**src/rtl/cpu_timing_gen_pkg.sv**
```systemverilog
// Shared constants for the CPU timing generator: data width, T-state indices
// and the FSM state encoding.
package cpu_timing_gen_pkg;

    localparam int DATA_WIDTH = 8;

    localparam int T0 = 0;
    localparam int T1 = 1;
    localparam int T2 = 2;
    localparam int T3 = 3;
    localparam int T4 = 4;
    localparam int T5 = 5;

    typedef enum logic [1:0] {
        S_PAUSE = 2'd0,
        S_RUN   = 2'd1,
        S_HALT  = 2'd2
    } state_t;

endpackage

```
**src/rtl/cpu_timing_gen_edge_detect.sv**
```systemverilog
// Rising-edge pulse generator with synchronous active-high reset; the pulse is
// combinational from the live input, so it is valid in the same cycle.
module cpu_timing_gen_edge_detect (
    input  logic clk,
    input  logic reset,
    input  logic sig,
    output logic rise
);

    logic sig_q;

    always_ff @(posedge clk) begin
        if (reset)
            sig_q <= 1'b0;
        else
            sig_q <= sig;
    end

    assign rise = sig & ~sig_q;

endmodule

```
**src/rtl/cpu_timing_gen.sv**
```systemverilog
// One-hot T-state sequencer for the control unit: free-run, single-step,
// sticky halt, and early end-of-instruction.
module cpu_timing_gen
    import cpu_timing_gen_pkg::*;
#(
    parameter int NUM_STATES = 6,
    parameter int CNT_WIDTH  = 8
) (
    input  logic                          clk,
    input  logic                          reset,
    input  logic                          run,
    input  logic                          step,
    input  logic                          halt,
    input  logic                          end_instr,
    output logic [NUM_STATES-1:0]         tstate,
    output logic [$clog2(NUM_STATES)-1:0] tcount,
    output logic                          instr_start,
    output logic                          halted,
    output logic [CNT_WIDTH-1:0]          instr_count
);

    localparam int TW = $clog2(NUM_STATES);
    localparam logic [TW-1:0] LAST = TW'(NUM_STATES - 1);

    state_t          state;
    logic            step_rise;
    logic            advance;
    logic            wrap;
    logic [TW-1:0]   tcount_nxt;
    logic [NUM_STATES-1:0] tstate_nxt;

    cpu_timing_gen_edge_detect u_step_edge (
        .clk   (clk),
        .reset (reset),
        .sig   (step),
        .rise  (step_rise)
    );

    // run has priority over a coincident step edge while paused
    always_comb begin
        advance    = (state == S_RUN) | ((state == S_PAUSE) & step_rise & ~run);
        wrap       = end_instr | (tcount == LAST);
        tcount_nxt = tcount;
        if (advance)
            tcount_nxt = wrap ? '0 : tcount + TW'(1);
        tstate_nxt = '0;
        tstate_nxt[tcount_nxt] = 1'b1;
    end

    always_ff @(posedge clk) begin
        if (reset) begin
            state       <= S_PAUSE;
            tcount      <= '0;
            tstate      <= NUM_STATES'(1);
            instr_start <= 1'b1;
            halted      <= 1'b0;
            instr_count <= '0;
        end else begin
            if (advance) begin
                tcount      <= tcount_nxt;
                tstate      <= tstate_nxt;
                instr_start <= (tcount_nxt == '0);
                if (wrap)
                    instr_count <= instr_count + CNT_WIDTH'(1);
            end

            if (advance & halt) begin
                state  <= S_HALT;
                halted <= 1'b1;
            end else begin
                case (state)
                    S_PAUSE: if (run)  state <= S_RUN;
                    S_RUN:   if (!run) state <= S_PAUSE;
                    S_HALT:  state <= S_HALT;
                    default: state <= S_PAUSE;
                endcase
            end
        end
    end

endmodule

```
**config.mk**
```make
export PLATFORM = sky130hd
export DESIGN_NAME = cpu_timing_gen
export DESIGN_NICKNAME = d
export VERILOG_FILES = /design/src/rtl/cpu_timing_gen_pkg.sv /design/src/rtl/cpu_timing_gen_edge_detect.sv /design/src/rtl/cpu_timing_gen.sv
export SDC_FILE = /design/constraint.sdc
export NUM_CORES = 1
export LEC_CHECK = 0
export BUFFER_PORTS_ARGS = -buffer_cell sky130_fd_sc_hd__buf_2
export CORE_ASPECT_RATIO = 0.8
export CORE_UTILIZATION = 54
export CTS_BUF_LIST = sky130_fd_sc_hd__clkbuf_2 sky130_fd_sc_hd__clkbuf_4 sky130_fd_sc_hd__clkbuf_8
export DETAILED_ROUTE_END_ITERATION = 6
export GPL_ROUTABILITY_DRIVEN = 0
export PLACE_DENSITY = 0.91
export SYNTH_ARGS = -nofsm -noshare
export SYNTH_HDL_FRONTEND = slang
export SYNTH_SLANG_ARGS = --single-unit
export TNS_END_PERCENT = 1
```
**constraint.sdc**
```tcl
create_clock -name clk -period 4.8 [get_ports clk]
set_input_delay 0.72 -clock clk [delete_from_list [all_inputs] [get_ports clk]]
set_output_delay 0.72 -clock clk [all_outputs]
set_load 0.02 [all_outputs]
```
==> results of run 1 <==
-- power groups by stage --
stage          logic, mW  clock network, mW  registers, mW
2_1_floorplan     0.0303                  0          0.204
3_3_place_gp      0.0440                  0          0.199
3_5_place_dp      0.0457                  0          0.199
4_1_cts           0.0463              0.104          0.195
5_1_grt           0.0506              0.112          0.196
6_report          0.0463              0.101          0.195
-- critical path: stages, from the launching register on --
cell	delay, ns
dfxtp_1	0.54
ha_1	0.34
a21o_4	0.20
o211ai_4	0.14
or4_1	0.53
a21oi_1	0.16
-- cells by family (layout without fill, tap and decap cells) --
group	after synthesis	count (layout)	synth area share [%]
compound gates	29	29	18.6
xor+xnor	1	1	0.841
mux	2	2	2.04
fa+ha+maj	3	3	3.61
buf+inv	9	32	5.41
flops	22	22	42.3
simple gates	51	51	27.2
-- through the flow --
| stage | worst slack (ns) | instance area, sq um |
|---|---|---|
| floorplan | 2.95 | 1040 |
| global placement | 2.76 | 1150 |
| detailed placement | 2.68 | 1150 |
| CTS | 2.83 | 1180 |
| global route | 2.67 | 1180 |
| finish | 2.82 | 1180 |
-- Yosys cell counts (2+ instances only) --
cell type and count:
or4_1 3, o21ai_0 4, nor2b_1 2, a21oi_1 16
or3_1 3, nor2_1 9, nand2_1 12, o31ai_1 2
or3_2 2, nand4_1 3, inv_1 4, nand3_1 5
nor3_1 4, ha_1 3, dfxtp_1 22
-- final timing paths --
kind | start | to | slack, ns | cells after the start
min reg2reg | tstate[3]$_SDFFE_PP0N_ | tstate[3]$_SDFFE_PP0N_ | 0.45 | 2
max | tcount[0]$_SDFFE_PP0N_ | instr_count[7]$_SDFFE_PP0P_ | 2.82 | 5
min | tstate[3]$_SDFFE_PP0N_ | tstate[3]$_SDFFE_PP0N_ | 0.45 | 2
max reg2reg | tcount[0]$_SDFFE_PP0N_ | instr_count[7]$_SDFFE_PP0P_ | 2.82 | 5
-- state kept, by name, indices dropped and copies added (netlist names) --
signal	count
tstate	6
u_step_edge.sig_q	1
halted	1
instr_start	1
state	2
tcount	3
instr_count	8
-- cells in the final DEF (no fill, tap or decap), drive strengths merged, types with 5 or more instances in the layout --
master  instances
nand3           5
a21oi          16
or3             5
dfxtp          22
buf            24
nor2            9
nand2          12
o21ai           5
-- final cells by class --
class	count	share of cell area (%)
inverters	4	1.27
flip-flops and latches	22	37.2
clock buffers	4	3.07
well taps	22	2.33
multi-input cells	86	46.0
repair buffers	24	10.1
-- layer usage --
layer | track usage (%) | wire length (um) | vias up
met5 | 0 | 0 | -
met4 | 9.72 | 23 | 0
met3 | 8.52 | 128 | 4
met2 | 39.5 | 1030 | 29
met1 | 25.9 | 987 | 435
li1 | - | - | 467
==> out/metrics.yaml, run 1 <==
outcome:
  outcome: "finished, final reports clean"
finish:
  post_layout_nonfiller_instances: 162
  fin_nets: 150
  regArea_sq_um: 440
  antenna_cells: 0
  fin_util_pct: 69.3
  drive_gt1_share_pct: 25.0
  multi_input_area_sq_um: 544
  syn_to_final_growth_pct: 13.7
  fill_cells: 145
drt:
  wl_um: 2170
  first_iter_violations: 24
  wl_per_cell_um: 13.4
  drc: 0
  via_count: 935
  via_per_inst: 5.77
  firstDrtPassIters: 4
  ant_nets: 0
power:
  totalPowerFinal_mw: 0.342
  p_switching_mw: 0.0908
  p_seq_share_pct: 57.0
  p_leak_nw: 0.456
  power.internal_mw: 0.252
  combPwrFrac_pct: 13.5
  clkPwrFrac_pct: 29.5
  vdd_ir_drop_max_mv: 0.185
  power_density_nw_per_um2: 289
  switching_share_pct: 26.5
critical_path:
  criticalPathCategory: "reg -> reg"
  arrival_ns: 2.22
  critPathMaxFanout: 11
  worstSetupEndpointType: "flop"
  worstPathRequired_ns: 5.04
  cp-start-kind: "flop"
cts:
  cts_tree: "done"
  clk_latency_ns: 0.30
  clkSlewWorstSetupHoldPaths_ns: 0.12
  cts-resized-gates: 0
  cts-root-buf: "clkbuf_4"
  clock_path_buffers: 2
  post-cts-setup-buffers: 0
  cts_sinks: 22
  numCtsBuffers: 3
  ctsHoldBuffers: 0
  htree_levels: 1
timing:
  skew_ns: 0.00402
  drv_slew: 0
  period_share_pct: 41.2
  final_hold_viol_count: 0
  worst_pin_slew_ns: 0.545
  setup_viol: 0
  grt_setup_unrepaired: "no"
  fin_crit_ns: 1.98
  max_slew_margin_pct: 63.7
  fin_tns_setup_ns: 0
  fmax_ghz: 0.505
  worst_hold_slack_ns: 0.453
logic_synthesis:
  ys_async_sr_fraction_pct: 0
  ys_seq_area_share_pct: 42.3
  synth_seq_cells: 22
  ys_types: 38
  synth_edf_count: 0
  syn-num-nets: 126
  syn_area_per_cell_sq_um: 8.90
  yosysWarnings: 0
  synthTopCellsByArea: "dfxtp_1 42%, a21oi_1 7.7%, nand2_1 4.3%, ha_1 3.6%, nor2_1 3.2%"
  syn_inst: 117
  synthFlopType: "dfxtp_1"
  syn_area_sq_um: 1040
  synth_top_cell_by_area: "dfxtp_1"
  synth_top_area_share_pct: 42.3
global_route:
  overflow: 0
  grt_pass1_wl_um: 3400
  grt_max_degree: 25
  grtUsageTotal_pct: 22.7
  grt_pass1_vias: 811
  antenna_found_initial: 0
die:
  io_pins: 25
  core_region_area_sq_um: 1710
  fp.dieH_um: 41.3
  dieArea_sq_um: 2110
  fp.dieW_um: 51.1
  initial_utilization_pct: 61.0
  num_rows: 13
flow_run:
  cap_violations: 0
placed_design:
  hpwl_um: 1510
  io_buffers: 24
  dp_cells: 158
hold_path:
  min_path_type: "reg -> reg"
(Power assumes the default switching activity.)
==> inputs of run 2 (changes only) <==
- clock period: 4.8 -> 2 ns (I/O delays scaled with it)
==> out/metrics.yaml, run 2 (synthesis results as in run 1) <==
finish:
  largest_reg_flops: 8
  antenna_cells: 0
  largest_register: "instr_count"
  reg.largest.list: "instr_count: 8 flops, tstate: 6 flops, tcount: 3 flops"
  final_cell_mix: "24 x buf_2, 21 x dfxtp_1, 16 x a21oi_1"
  fin_util_pct: 69.4
  drive_gt1_share_pct: 25.7
  final_common_cell: "buf_2"
  syn_to_final_growth_pct: 13.8
  fin_nets: 150
cts:
  post-cts-setup-buffers: 0
  clock_path_buffers: 2
  htree_levels: 1
  numCtsBuffers: 3
  cts-root-buf: "clkbuf_4"
  cts_sinks: 22
  ctsHoldBuffers: 0
  cts-resized-gates: 0
  cts_tree: "done"
  clkSlewWorstSetupHoldPaths_ns: 0.12
  clk_latency_ns: 0.31
timing:
  fin_ws_ns: 0.196
  period_share_pct: 90.2
  final_hold_viol_count: 0
  fmax_ghz: 0.554
  skew_ns: 0.00131
  worst_hold_slack_ns: 0.211
  worst_pin_slew_ns: 0.555
  setup_viol: 0
  fin_crit_ns: 1.80
  max_slew_margin_pct: 63.0
  fin_tns_setup_ns: 0
  grt_setup_unrepaired: "no"
  drv_slew: 0
critical_path:
  cp-start-kind: "flop"
  criticalPathCategory: "reg -> reg"
  worstPathRequired_ns: 2.25
  arrival_ns: 2.05
  critPathMaxFanout: 11
  worstSetupEndpointType: "flop"
  path_cells: "ha_1 > a21o_4 > o211ai_4 > or4_1 > a21oi_1"
  crit_path_max_incr_delay_ns: 0.52
  crit_path_top_delay_cell: "or4_1"
die:
  num_rows: 13
  fp.dieH_um: 41.3
  io_pins: 25
  initial_utilization_pct: 61.0
  dieArea_sq_um: 2110
  core_region_area_sq_um: 1710
  fp.dieW_um: 51.1
global_route:
  overflow: 0
  grt_max_degree: 25
  grtUsageTotal_pct: 24.4
  grt_pass1_vias: 824
  antenna_found_initial: 0
  grt_pass1_wl_um: 3530
drt:
  firstDrtPassIters: 4
  via_count: 941
  ant_nets: 0
  first_iter_violations: 32
  wl_per_cell_um: 14.8
  via_per_inst: 5.81
  wl_um: 2400
  drc: 0
power:
  clkPwrFrac_pct: 29.6
  p_leak_nw: 0.457
  power_density_nw_per_um2: 698
  p_switching_mw: 0.223
  p_seq_share_pct: 56.8
  combPwrFrac_pct: 13.6
  vdd_ir_drop_max_mv: 0.513
  power.internal_mw: 0.604
  switching_share_pct: 26.9
outcome:
  outcome: "finished, final reports clean"
flow_run:
  cap_violations: 0
placed_design:
  io_buffers: 24
  dp_slack_ns: 0.109
  hpwl_um: 1720
hold_path:
  min_path_type: "in -> reg"
==> run 2: changes by cell type in the layout (fill, tap and decap cells not counted) <==
cell and change:
dfxtp_1 -1, dfxtp_2 +1
==> run 2: final cells by class <==
type | instances | area (sq um)
multi-input cells | 86 | 544
fillers | 146 | 523
flip-flops and latches | 22 | 442
repair buffers | 24 | 120
clock buffers | 4 | 36.3
well taps | 22 | 27.5
inverters | 4 | 15.0
==> run 2: metrics by stage <==
| step | instance area, sq um | total power, mW | cells |
|---|---|---|---|
| 2_1_floorplan | 1040 | 0.562 | 117 |
| 3_3_place_gp | 1150 | 0.583 | 158 |
| 3_5_place_dp | 1150 | 0.590 | 158 |
| 4_1_cts | 1180 | 0.832 | 162 |
| 5_1_grt | 1180 | 0.859 | 162 |
| 6_report | 1180 | 0.827 | 162 |
==> run 2: metal layers <==
| metal | part of all wire [%] | vias up | GRT usage (%) |
|---|---|---|---|
| met3 | 6.1 | 6 | 8.15 |
| met5 | 0 | - | 0 |
| met2 | 48 | 32 | 42.8 |
| met4 | 2.0 | 0 | 12.5 |
| met1 | 44 | 437 | 27.6 |
| li1 | - | 466 | - |
==> run 2: final timing paths <==
| kind | depth (start not counted) | end | slack [ns] | startpoint |
|---|---|---|---|---|
| setup / recovery | 5 | instr_count[7]$_SDFFE_PP0P_ | 0.20 | tcount[0]$_SDFFE_PP0N_ |
| hold / removal | 2 | u_step_edge.sig_q$_SDFF_PP0_ | 0.21 | step |
| setup reg to reg | 5 | instr_count[7]$_SDFFE_PP0P_ | 0.20 | tcount[0]$_SDFFE_PP0N_ |
| hold reg to reg | 2 | tstate[2]$_SDFFE_PP0N_ | 0.47 | tstate[2]$_SDFFE_PP0N_ |
==> run 2: power by group through the flow <==
stage	registers, mW	clock network [mW]	logic (mW)
floorplan	0.490	0	0.0726
global placement	0.477	0	0.106
detailed placement	0.479	0	0.111
CTS	0.470	0.251	0.112
global route	0.473	0.264	0.122
finish	0.470	0.245	0.112
==> run 2: critical path: cells and delay by family (launching register included) <==
| family | cells | cell delay, ns |
|---|---|---|
| flip-flops | 1 | 0.45 |
| AND/OR/NAND/NOR | 1 | 0.52 |
| AO/OA/AOI/OAI | 3 | 0.47 |
| adder cells (fa/ha/maj) | 1 | 0.29 |
